**config.mk**
```make
export PLATFORM = sky130hd
export DESIGN_NAME = apb3_to_ahb_bridge
export DESIGN_NICKNAME = d
export VERILOG_FILES = /design/src/rtl/apb_ahb_pkg.sv /design/src/rtl/apb3_to_ahb_bridge.sv
export SDC_FILE = /design/constraint.sdc
export NUM_CORES = 1
export LEC_CHECK = 0
export CAP_MARGIN = 10
export CORE_ASPECT_RATIO = 1.2
export CORE_MARGIN = 3
export CORE_UTILIZATION = 42
export CTS_CLUSTER_SIZE = 16
export DETAILED_ROUTE_END_ITERATION = 8
export PLACE_DENSITY = 0.81
export RECOVER_POWER = 100
export SYNTH_ARGS = -nofsm -noshare
export SYNTH_HDL_FRONTEND = slang
export SYNTH_SLANG_ARGS = --single-unit
```
**constraint.sdc**
```tcl
create_clock -name HCLK -period 2.2 [get_ports HCLK]
set_clock_uncertainty 0.05 [all_clocks]
set_input_delay 0.66 -clock HCLK [delete_from_list [all_inputs] [get_ports HCLK]]
set_output_delay 0.66 -clock HCLK [all_outputs]
set_load 0.01 [all_outputs]
```
**src/rtl/apb_ahb_pkg.sv**
```systemverilog
// Shared AHB-Lite encodings and bridge state type for the APB3-to-AHB bridge.
package apb_ahb_pkg;

  localparam logic [1:0] HTRANS_IDLE   = 2'b00;
  localparam logic [1:0] HTRANS_NONSEQ = 2'b10;

  localparam logic [1:0] HRESP_OKAY    = 2'b00;
  localparam logic [1:0] HRESP_ERROR   = 2'b01;

  localparam logic [2:0] HSIZE_WORD    = 3'b010;
  localparam logic [2:0] HBURST_SINGLE = 3'b000;

  typedef enum logic [1:0] {
    IDLE = 2'b00,
    ADDR = 2'b01,
    DATA = 2'b10,
    DONE = 2'b11
  } state_t;

endpackage

```
**src/rtl/apb3_to_ahb_bridge.sv**
```systemverilog
// APB3 slave that replays each APB transfer as one single-word AHB-Lite NONSEQ
// transfer, stalling PREADY until the AHB data phase has completed.
module apb3_to_ahb_bridge
  import apb_ahb_pkg::*;
#(
  parameter logic [3:0] HPROT_VAL        = 4'b0011,
  parameter bit         ERR_ON_UNALIGNED = 1'b1
) (
  input  logic        HCLK,
  input  logic        HRESETN,
  input  logic        PSEL,
  input  logic        PENABLE,
  input  logic [31:0] PADDR,
  input  logic        PWRITE,
  input  logic [31:0] PWDATA,
  output logic [31:0] PRDATA,
  output logic        PREADY,
  output logic        PSLVERR,
  output logic [31:0] HADDR,
  output logic [1:0]  HTRANS,
  output logic        HWRITE,
  output logic [2:0]  HSIZE,
  output logic [2:0]  HBURST,
  output logic [3:0]  HPROT,
  output logic [31:0] HWDATA,
  input  logic [31:0] HRDATA,
  input  logic        HREADY,
  input  logic [1:0]  HRESP,
  output logic [1:0]  dbg_state_o
);

  // Handshakes: an APB transfer is taken only from a setup phase seen in IDLE
  // (PSEL=1, PENABLE=0); PREADY is high for exactly the one DONE cycle. On AHB
  // an address or data phase advances only on a cycle where HREADY=1.

  state_t      state_q, state_d;
  logic [31:0] haddr_q, haddr_d;
  logic [1:0]  htrans_q, htrans_d;
  logic        hwrite_q, hwrite_d;
  logic [31:0] hwdata_q, hwdata_d;
  logic [31:0] wdata_q, wdata_d;
  logic [31:0] prdata_q, prdata_d;
  logic        err_q, err_d;

  always_ff @(posedge HCLK) begin
    if (!HRESETN) begin
      state_q  <= IDLE;
      haddr_q  <= '0;
      htrans_q <= HTRANS_IDLE;
      hwrite_q <= 1'b0;
      hwdata_q <= '0;
      wdata_q  <= '0;
      prdata_q <= '0;
      err_q    <= 1'b0;
    end else begin
      state_q  <= state_d;
      haddr_q  <= haddr_d;
      htrans_q <= htrans_d;
      hwrite_q <= hwrite_d;
      hwdata_q <= hwdata_d;
      wdata_q  <= wdata_d;
      prdata_q <= prdata_d;
      err_q    <= err_d;
    end
  end

  always_comb begin
    state_d  = state_q;
    haddr_d  = haddr_q;
    htrans_d = htrans_q;
    hwrite_d = hwrite_q;
    hwdata_d = hwdata_q;
    wdata_d  = wdata_q;
    prdata_d = prdata_q;
    err_d    = err_q;
    unique case (state_q)
      IDLE: begin
        if (PSEL && !PENABLE) begin
          wdata_d = PWDATA;
          if (ERR_ON_UNALIGNED && (PADDR[1:0] != 2'b00)) begin
            err_d   = 1'b1;
            state_d = DONE;
          end else begin
            haddr_d  = PADDR;
            hwrite_d = PWRITE;
            htrans_d = HTRANS_NONSEQ;
            state_d  = ADDR;
          end
        end
      end
      ADDR: begin
        if (HREADY) begin
          htrans_d = HTRANS_IDLE;
          hwdata_d = wdata_q;
          state_d  = DATA;
        end
      end
      DATA: begin
        // Waiting cycles, including the first cycle of a two-cycle ERROR, just hold.
        if (HREADY) begin
          if (!hwrite_q) prdata_d = HRDATA;
          err_d   = (HRESP == HRESP_ERROR);
          state_d = DONE;
        end
      end
      DONE: begin
        err_d   = 1'b0;
        state_d = IDLE;
      end
      default: state_d = IDLE;
    endcase
  end

  assign PREADY      = (state_q == DONE);
  assign PSLVERR     = (state_q == DONE) && err_q;
  assign PRDATA      = prdata_q;
  assign HADDR       = haddr_q;
  assign HTRANS      = htrans_q;
  assign HWRITE      = hwrite_q;
  assign HWDATA      = hwdata_q;
  assign HSIZE       = HSIZE_WORD;
  assign HBURST      = HBURST_SINGLE;
  assign HPROT       = HPROT_VAL;
  assign dbg_state_o = state_q;

endmodule

```
==> qor.txt <==
==========================================================================================
Post-synthesis to final-layout area growth ..................................        56.3%
Reg2Reg Setup Slack .........................................................      0.20 ns
Port Buffers ................................................................          205
Final std cell area, no fill ................................................ 0.00760 mm^2
Number of cells in the finished layout apart from fillers ...................          979
Count of final max-slew check failures ......................................            0
Average routed wire per standard cell .......................................      14.1 um
Ys flop type ................................................................ sky130_fd_sc_hd__dfxtp_1
Cell types occupying the most area after synthesis .......................... sky130_fd_sc_hd__dfxtp_1, sky130_fd_sc_hd__nand2_1, sky130_fd_sc_hd__a21oi_1
Number of global-route vias before repair ...................................         4690
Number of distinct standard cells referenced by the synthesized netlist .....           29
Num Clock Sinks .............................................................          133
Worst R2R Path Depth ........................................................            7
Critical path type .......................................................... register to output pin
Post-route DRC violation count ..............................................            0
Final worst-path cycle share ................................................        0.953
Uppermost signal routing layer after detailed routing .......................         met4
Root buffer cell ............................................................ sky130_fd_sc_hd__clkbuf_16
Leading cell type by number of instances after synthesis .................... sky130_fd_sc_hd__nand2_1
Transition at the pin with the smallest max-transition slack ................     0.692 ns
Critical Path Source Type ...................................................     register
Die outline area ............................................................  0.0129 mm^2
Type of the most critical hold path ......................................... register to register
Unrepaired setup endpoints after global routing .............................        false
Floorplan row count .........................................................           42
Ratio of cells with drive above 1 in the final layout .......................       0.0655
Die Width ...................................................................       104 um
Power Total .................................................................    0.00665 W
Proportion of synthesized chip area in sequential cells .....................        0.548
Share of synthesized cell area in full adder, half adder and majority cells .       0.0154
Top-Level Pins ..............................................................          217
Synthesized-area fraction occupied by xor and xnor cells ....................            0
Data arrival time of the critical path ......................................      1.39 ns
Top post-synthesis cells by count ........................................... sky130_fd_sc_hd__nand2_1, sky130_fd_sc_hd__dfxtp_1, sky130_fd_sc_hd__a21oi_1
H-tree Lvls .................................................................            4
Global-route wire length before repair ......................................     22100 um
Outcome .....................................................................    completed
Yosys top cell area share ...................................................        0.548
Number of synthesized register bits .........................................          133
GRT Resource Usage Total ....................................................        0.212
Post-place instance area .................................................... 0.00706 mm^2
Initial antenna violation count .............................................            1
DR vias/cell ................................................................         4.85
Worst-path clk slew .........................................................      0.06 ns
Max cap viols ...............................................................            0
Final net count .............................................................          921
Post-synth EDFFs ............................................................            0
Placer congestion estimate ..................................................        0.776
Peak clock frequency supported by timing ....................................      477 MHz
Detailed router's first-iteration violation count ...........................          187
Largest family of logic cells by synthesized area ........................... simple AND/OR/NAND/NOR gates
Total via count in the routed design ........................................         4751
Iteration count of the initial detailed-routing pass ........................            4
Met3 Wirelength .............................................................       934 um
Total gr overflow ...........................................................            0
Syn. warnings ...............................................................            0
Data required, critical path ................................................      1.49 ns
Synth Instances .............................................................          613
Total of fill cells in the finished design ..................................          934
Worst setup path end ........................................................      PSLVERR
Final period demand of the worst path .......................................      2.10 ns
Number of failing hold endpoints at the final stage .........................            0
Core region area ............................................................  0.0112 mm^2
Clock buffers created by TritonCTS ..........................................           17
Worst reg2reg path endpoint .................................................   wdata_q[1]
Number of nets with antenna violations after detailed routing ...............            0
Synth area leader ........................................................... sky130_fd_sc_hd__dfxtp_1
Rel. slew slack .............................................................        0.538
Number of cells in the design after placement ...............................          946
Complex-gate fraction of the synthesized area ...............................        0.146
Insertion delay to the later sink of the worst-skew pair ....................      0.40 ns
Pin count of the biggest net entering global routing ........................           41
Starting density of the core ................................................        0.434
Vertical die dimension ......................................................       124 um
Met1 Routed Length ..........................................................      5310 um
Worst setup path start ...................................................... dbg_state_o[0]
Post-CTS Hold Fix Bufs ......................................................            0
Synthesized area per cell ...................................................    7.93 um^2
Buffer depth of the longest clock path ......................................            2
Length of routed met2 wiring ................................................      7290 um
Final routed wirelength across all metal layers .............................     13800 um
Maximum fanout along the worst path .........................................            5
Ratio of total power to cell area ...........................................  875 mW/mm^2
Mux share of post-synthesis cell area .......................................      0.00206
CTS tree ....................................................................        built
Final Setup Violations ......................................................            0
Largest vdd supply drop .....................................................       530 uV
Launching point of the worst reg2reg path ................................... dbg_state_o[1]
Post-Syn Area ............................................................... 0.00486 mm^2
Reported leakage power ......................................................      3.01 nW
Estimated wirelength of the detail-placed design ............................     10100 um
Async set-or-reset flop fraction in the synthesized netlist .................            0
Type of element capturing the critical path .................................   output pin
Synthesized-area fraction occupied by and/or/nand/nor cells .................        0.222
==========================================================================================
-- layout by cell type (no fill, tap or decap), types with 2 or more instances in the layout --
cell type                         count
sky130_fd_sc_hd__clkinvlp_4           5
sky130_fd_sc_hd__conb_1              11
sky130_fd_sc_hd__ha_1                 5
sky130_fd_sc_hd__nor2_1               8
sky130_fd_sc_hd__clkbuf_16           17
sky130_fd_sc_hd__clkbuf_2             2
sky130_fd_sc_hd__buf_12               6
sky130_fd_sc_hd__nand2_1            258
sky130_fd_sc_hd__a21oi_1            130
sky130_fd_sc_hd__buf_4                7
sky130_fd_sc_hd__clkdlybuf4s50_1    104
sky130_fd_sc_hd__dfxtp_1            132
sky130_fd_sc_hd__and2_1               2
sky130_fd_sc_hd__clkbuf_8             2
sky130_fd_sc_hd__clkinv_4             3
sky130_fd_sc_hd__dlygate4sd3_1       98
sky130_fd_sc_hd__clkinv_2             2
sky130_fd_sc_hd__and3_1               2
sky130_fd_sc_hd__inv_1                4
sky130_fd_sc_hd__clkbuf_1             4
sky130_fd_sc_hd__dlygate4sd2_1        2
-- state kept, by name, indices dropped and copies added, names as in the netlist --
name / cells
PRDATA: 32
HWRITE: 1
wdata_q: 32
HADDR: 32
HTRANS: 1
dbg_state_o: 2
HWDATA: 32
err_q: 1
-- cells by family after synthesis --
group | Yosys count
buffers and inverters | 57
muxes | 1
and+or+nand+nor | 277
other | 2
adders and majority gates | 6
AOI/OAI and AO/OA | 137
DFF | 133
-- how the worst min path moves through the flow --
stage                start           to  slack (ns)  depth (start not counted)
2_1_floorplan   wdata_q[0]    HWDATA[0]        0.38                          2
3_3_place_gp    wdata_q[1]    HWDATA[1]        0.39                          2
3_5_place_dp   wdata_q[15]   HWDATA[15]        0.39                          2
4_1_cts         wdata_q[1]    HWDATA[1]        0.40                          2
5_1_grt        wdata_q[26]  wdata_q[26]        0.42                          2
6_report         HADDR[16]    HADDR[16]        0.40                          2
-- routing by layer --
metal	up-vias	global-route usage
met2	175	0.396
met4	0	0.0815
met3	24	0.0622
met1	2202	0.227
met5	-	0
li1	2350	-
-- per-stage QoR --
stage / setup slack (ns) / TNS [ns] / hold slack, ns / utilization
floorplan: 0.537 / 0 / 0.382 / -
global placement: 0.0810 / 0 / 0.386 / 0.631
detailed placement: -0.0128 / -0.0128 / 0.392 / 0.631
CTS: 0.0271 / 0 / 0.400 / 0.681
global route: 0.0175 / 0 / 0.420 / 0.679
finish: 0.103 / 0 / 0.400 / 0.679
-- worst max-delay path, stage by stage, from the launching register on --
cell and delay [ns]:
sky130_fd_sc_hd__dfxtp_2 0.34, sky130_fd_sc_hd__ha_2 0.21, sky130_fd_sc_hd__and2_1 0.15, sky130_fd_sc_hd__dlygate4sd2_1 0.28
-- report_power, final --
group	total [W]	internal [W]	leakage, nW	switching [W]
clock	0.00263	0.00161	0.261	0.00101
combinational	0.00133	0.000597	1.68	0.000732
sequential	0.00269	0.00260	1.08	0.0000957
-- cell type report --
class,count,area [um^2],share of cell area
Antenna cell,1,2.50,0.000329
Inverter,5,21.3,0.00280
Multi-Input combinational cell,432,1920,0.252
Sequential cell,133,2660,0.351
Clock inverter,11,104,0.0137
Timing Repair Buffer,222,2230,0.294
Tap cell,154,193,0.0254
Clock buffer,21,460,0.0606
-- what timing repair did --
| item | in CTS | in global routing |
|---|---|---|
| setup buffers | 0 | 0 |
| setup endpoints to repair | 2 | 1 |
| endpoints found under the hold margin | 0 | 0 |
| resized for setup | 4 | 1 |
Power figures use the tool's default switching activity.
==> variant: new RTL, same settings <==
Change the parameter `ERR_ON_UNALIGNED` from 1'b1 to 1'b0.
--- a/src/rtl/apb3_to_ahb_bridge.sv
+++ b/src/rtl/apb3_to_ahb_bridge.sv
@@ -6,3 +6,3 @@
   parameter logic [3:0] HPROT_VAL        = 4'b0011,
-  parameter bit         ERR_ON_UNALIGNED = 1'b1
+  parameter bit         ERR_ON_UNALIGNED = 1'b0
 ) (
Function: changed (Yosys sat finds a counterexample within 4 cycles, from zero or initial values and one cycle with HRESETN low).
==> variant against the unedited design <==
Die area increased by 6.8%. Via count decreased by 1.9%. Wire length increased by 0.28%. Total power increased by 2.9%. Design area increased by 3.3%. Setup slack got worse by 0.048 ns. Area after synthesis increased by 7.2%. Sequential cell count unchanged. Combinational power increased by 8%. Synthesized cell count decreased by 0.65%. Count of clock-buffer cells in the layout decreased by 1.
==> variant: results (changes against the unedited design) <==
Routed WL: 13800 um (+0.28%)
Hold_sp: PRDATA[7]
Final period utilization: 97.5% (+2.2 points)
Avg Vias per Cell: 4.81 (-0.88%)
Met3 routed WL: 944 um (+1.1%)
Hold path depth: 2 (unchanged)
Initial antenna violation count: 0 (-1)
IR drop worst, VDD: 0.000555 V (+4.6%)
Worst R2R Start: dbg_state_o[0]
Lkg Pwr: 0.00309 uW (+2.6%)
Met1 WL: 5290 um (-0.32%)
Syn_area_per_cell: 8.56 um^2 (+7.9%)
Worst reg-to-reg setup slack: 0.27 ns (+0.07 ns)
Synthesis Warnings: 0 (unchanged)
Status: finished clean
Clock root cell: clkbuf_16
H-tree depth: 4 (unchanged)
DR WL/cell: 14.3 um (+1.3%)
Synth top area cells: dfxtp_1 (51%), nand2_1 (19%), a21boi_1 (16%), a21boi_0 (3.0%), buf_6 (2.6%)
Asr flop ratio synth: 0% (unchanged)
Number of global-route vias before repair: 4688 (-0.043%)
DR WL met2: 7220 um (-1.0%)
First-pass GRT wire length: 22000 um (-0.28%)
DP HPWL: 9920 um (-2.1%)
Drt pass-1 iters: 4 (unchanged)
Hold Path End: PRDATA[7]
Placed instance count: 938 (-0.85%)
Dpl ws: 0.141 ns (+0.154 ns)
CP Max Fanout: 4 (-1)
R2r worst-path depth: 7 (unchanged)
Clk slew on worst S/H paths: 0.05 ns
Worst rel slew slack: 58.3% (+4.5 points)
Largest net degree at the start of global routing: 76 (+85%)
Top post-synthesis cells by count: nand2_1 (264), dfxtp_1 (133), a21boi_1 (110), a21boi_0 (21), buf_4 (16)
Post-CTS Setup Repair Bufs: 0 (unchanged)
Top sig layer: met4
Sequential share of the synthesized area: 51.1% (-3.7 points)
Antenna Cells: 0 (-1)
RePlAce Congestion: 0.789 (+1.7%)
DRT iter0 DRCs: 183 (-2.1%)
Placed Area: 7300 um^2 (+3.4%)
WHS: 0.400 ns (-0.000428 ns)
Most used DFF post-synth: dfxtp_1
GR Util met2: 35.1% (-4.6 points)
RR Endpoint: PRDATA[9]
Worst EP arrival: 1.43 ns (+0.04 ns)
Cts bufs inserted: 17 (unchanged)
Nets: 909 (-1.3%)
Tot GR Track Use: 20.0% (-1.2 points)
Count of input and output buffers: 205 (unchanged)
Number of distinct library cells after synthesis: 21 (-28%)
Met1 Use GR: 21.8% (-0.98 points)
M3 GR Usage: 6.95% (+0.73 points)
Fraction of layout cells with a size suffix above 1: 5.42% (-1.1 points)
[variant: changes by cell type after synthesis, sizes merged, moves of 2 or more]
cell,before,now
mux2i,1,3
and3,2,0
a21oi,130,0
nand2,258,264
nor3,2,0
clkbuf,22,12
nor2,9,2
nand3b,1,3
a21boi,0,131
buf,30,42
[variant: layout make-up]
| type | count | area (um^2) |
|---|---|---|
| repair buffers | 217 | 2210 |
| clock inverters | 11 | 101 |
| inverters | 3 | 11.3 |
| multi-input cells | 428 | 2200 |
| well taps | 157 | 196 |
| flip-flops and latches | 133 | 2660 |
| fillers | 979 | 3990 |
| clock buffers | 20 | 467 |
[variant: where the power goes]
group | switching (uW) | internal, uW | total (uW)
clock | 1020 | 1640 | 2650
combinational | 743 | 684 | 1430
sequential | 116 | 2640 | 2760
total | 1870 | 4970 | 6840
[variant: kinds of logic after synthesis]
family | after synthesis | share of synthesized area [%]
other cells | 2 | 0.144
flops | 133 | 51.1
mux | 3 | 0.576
compound gates | 134 | 19.3
simple gates | 275 | 20.4
buf+inv | 57 | 7.32
fa+ha+maj | 5 | 1.20
[variant: worst max-delay path, stage by stage (launching register included)]
cell and delay (ns):
dfxtp_1 0.33, clkbuf_2 0.14, clkdlybuf4s50_1 0.56
[variant: worst max path at each step]
stage                     end  depth (start not counted)      startpoint
2_1_floorplan         PSLVERR                          2  dbg_state_o[0]
3_3_place_gp       PRDATA[31]                          5          HREADY
3_5_place_dp        HADDR[12]                          5         PENABLE
4_1_cts        dbg_state_o[0]                          2  dbg_state_o[0]
5_1_grt        dbg_state_o[0]                          2  dbg_state_o[0]
6_report       dbg_state_o[1]                          2  dbg_state_o[1]
[variant: what timing repair did]
action                                  CTS  global route
endpoints found under the setup margin    2             0
hold buffers                              0             0
resized for setup                         3             0
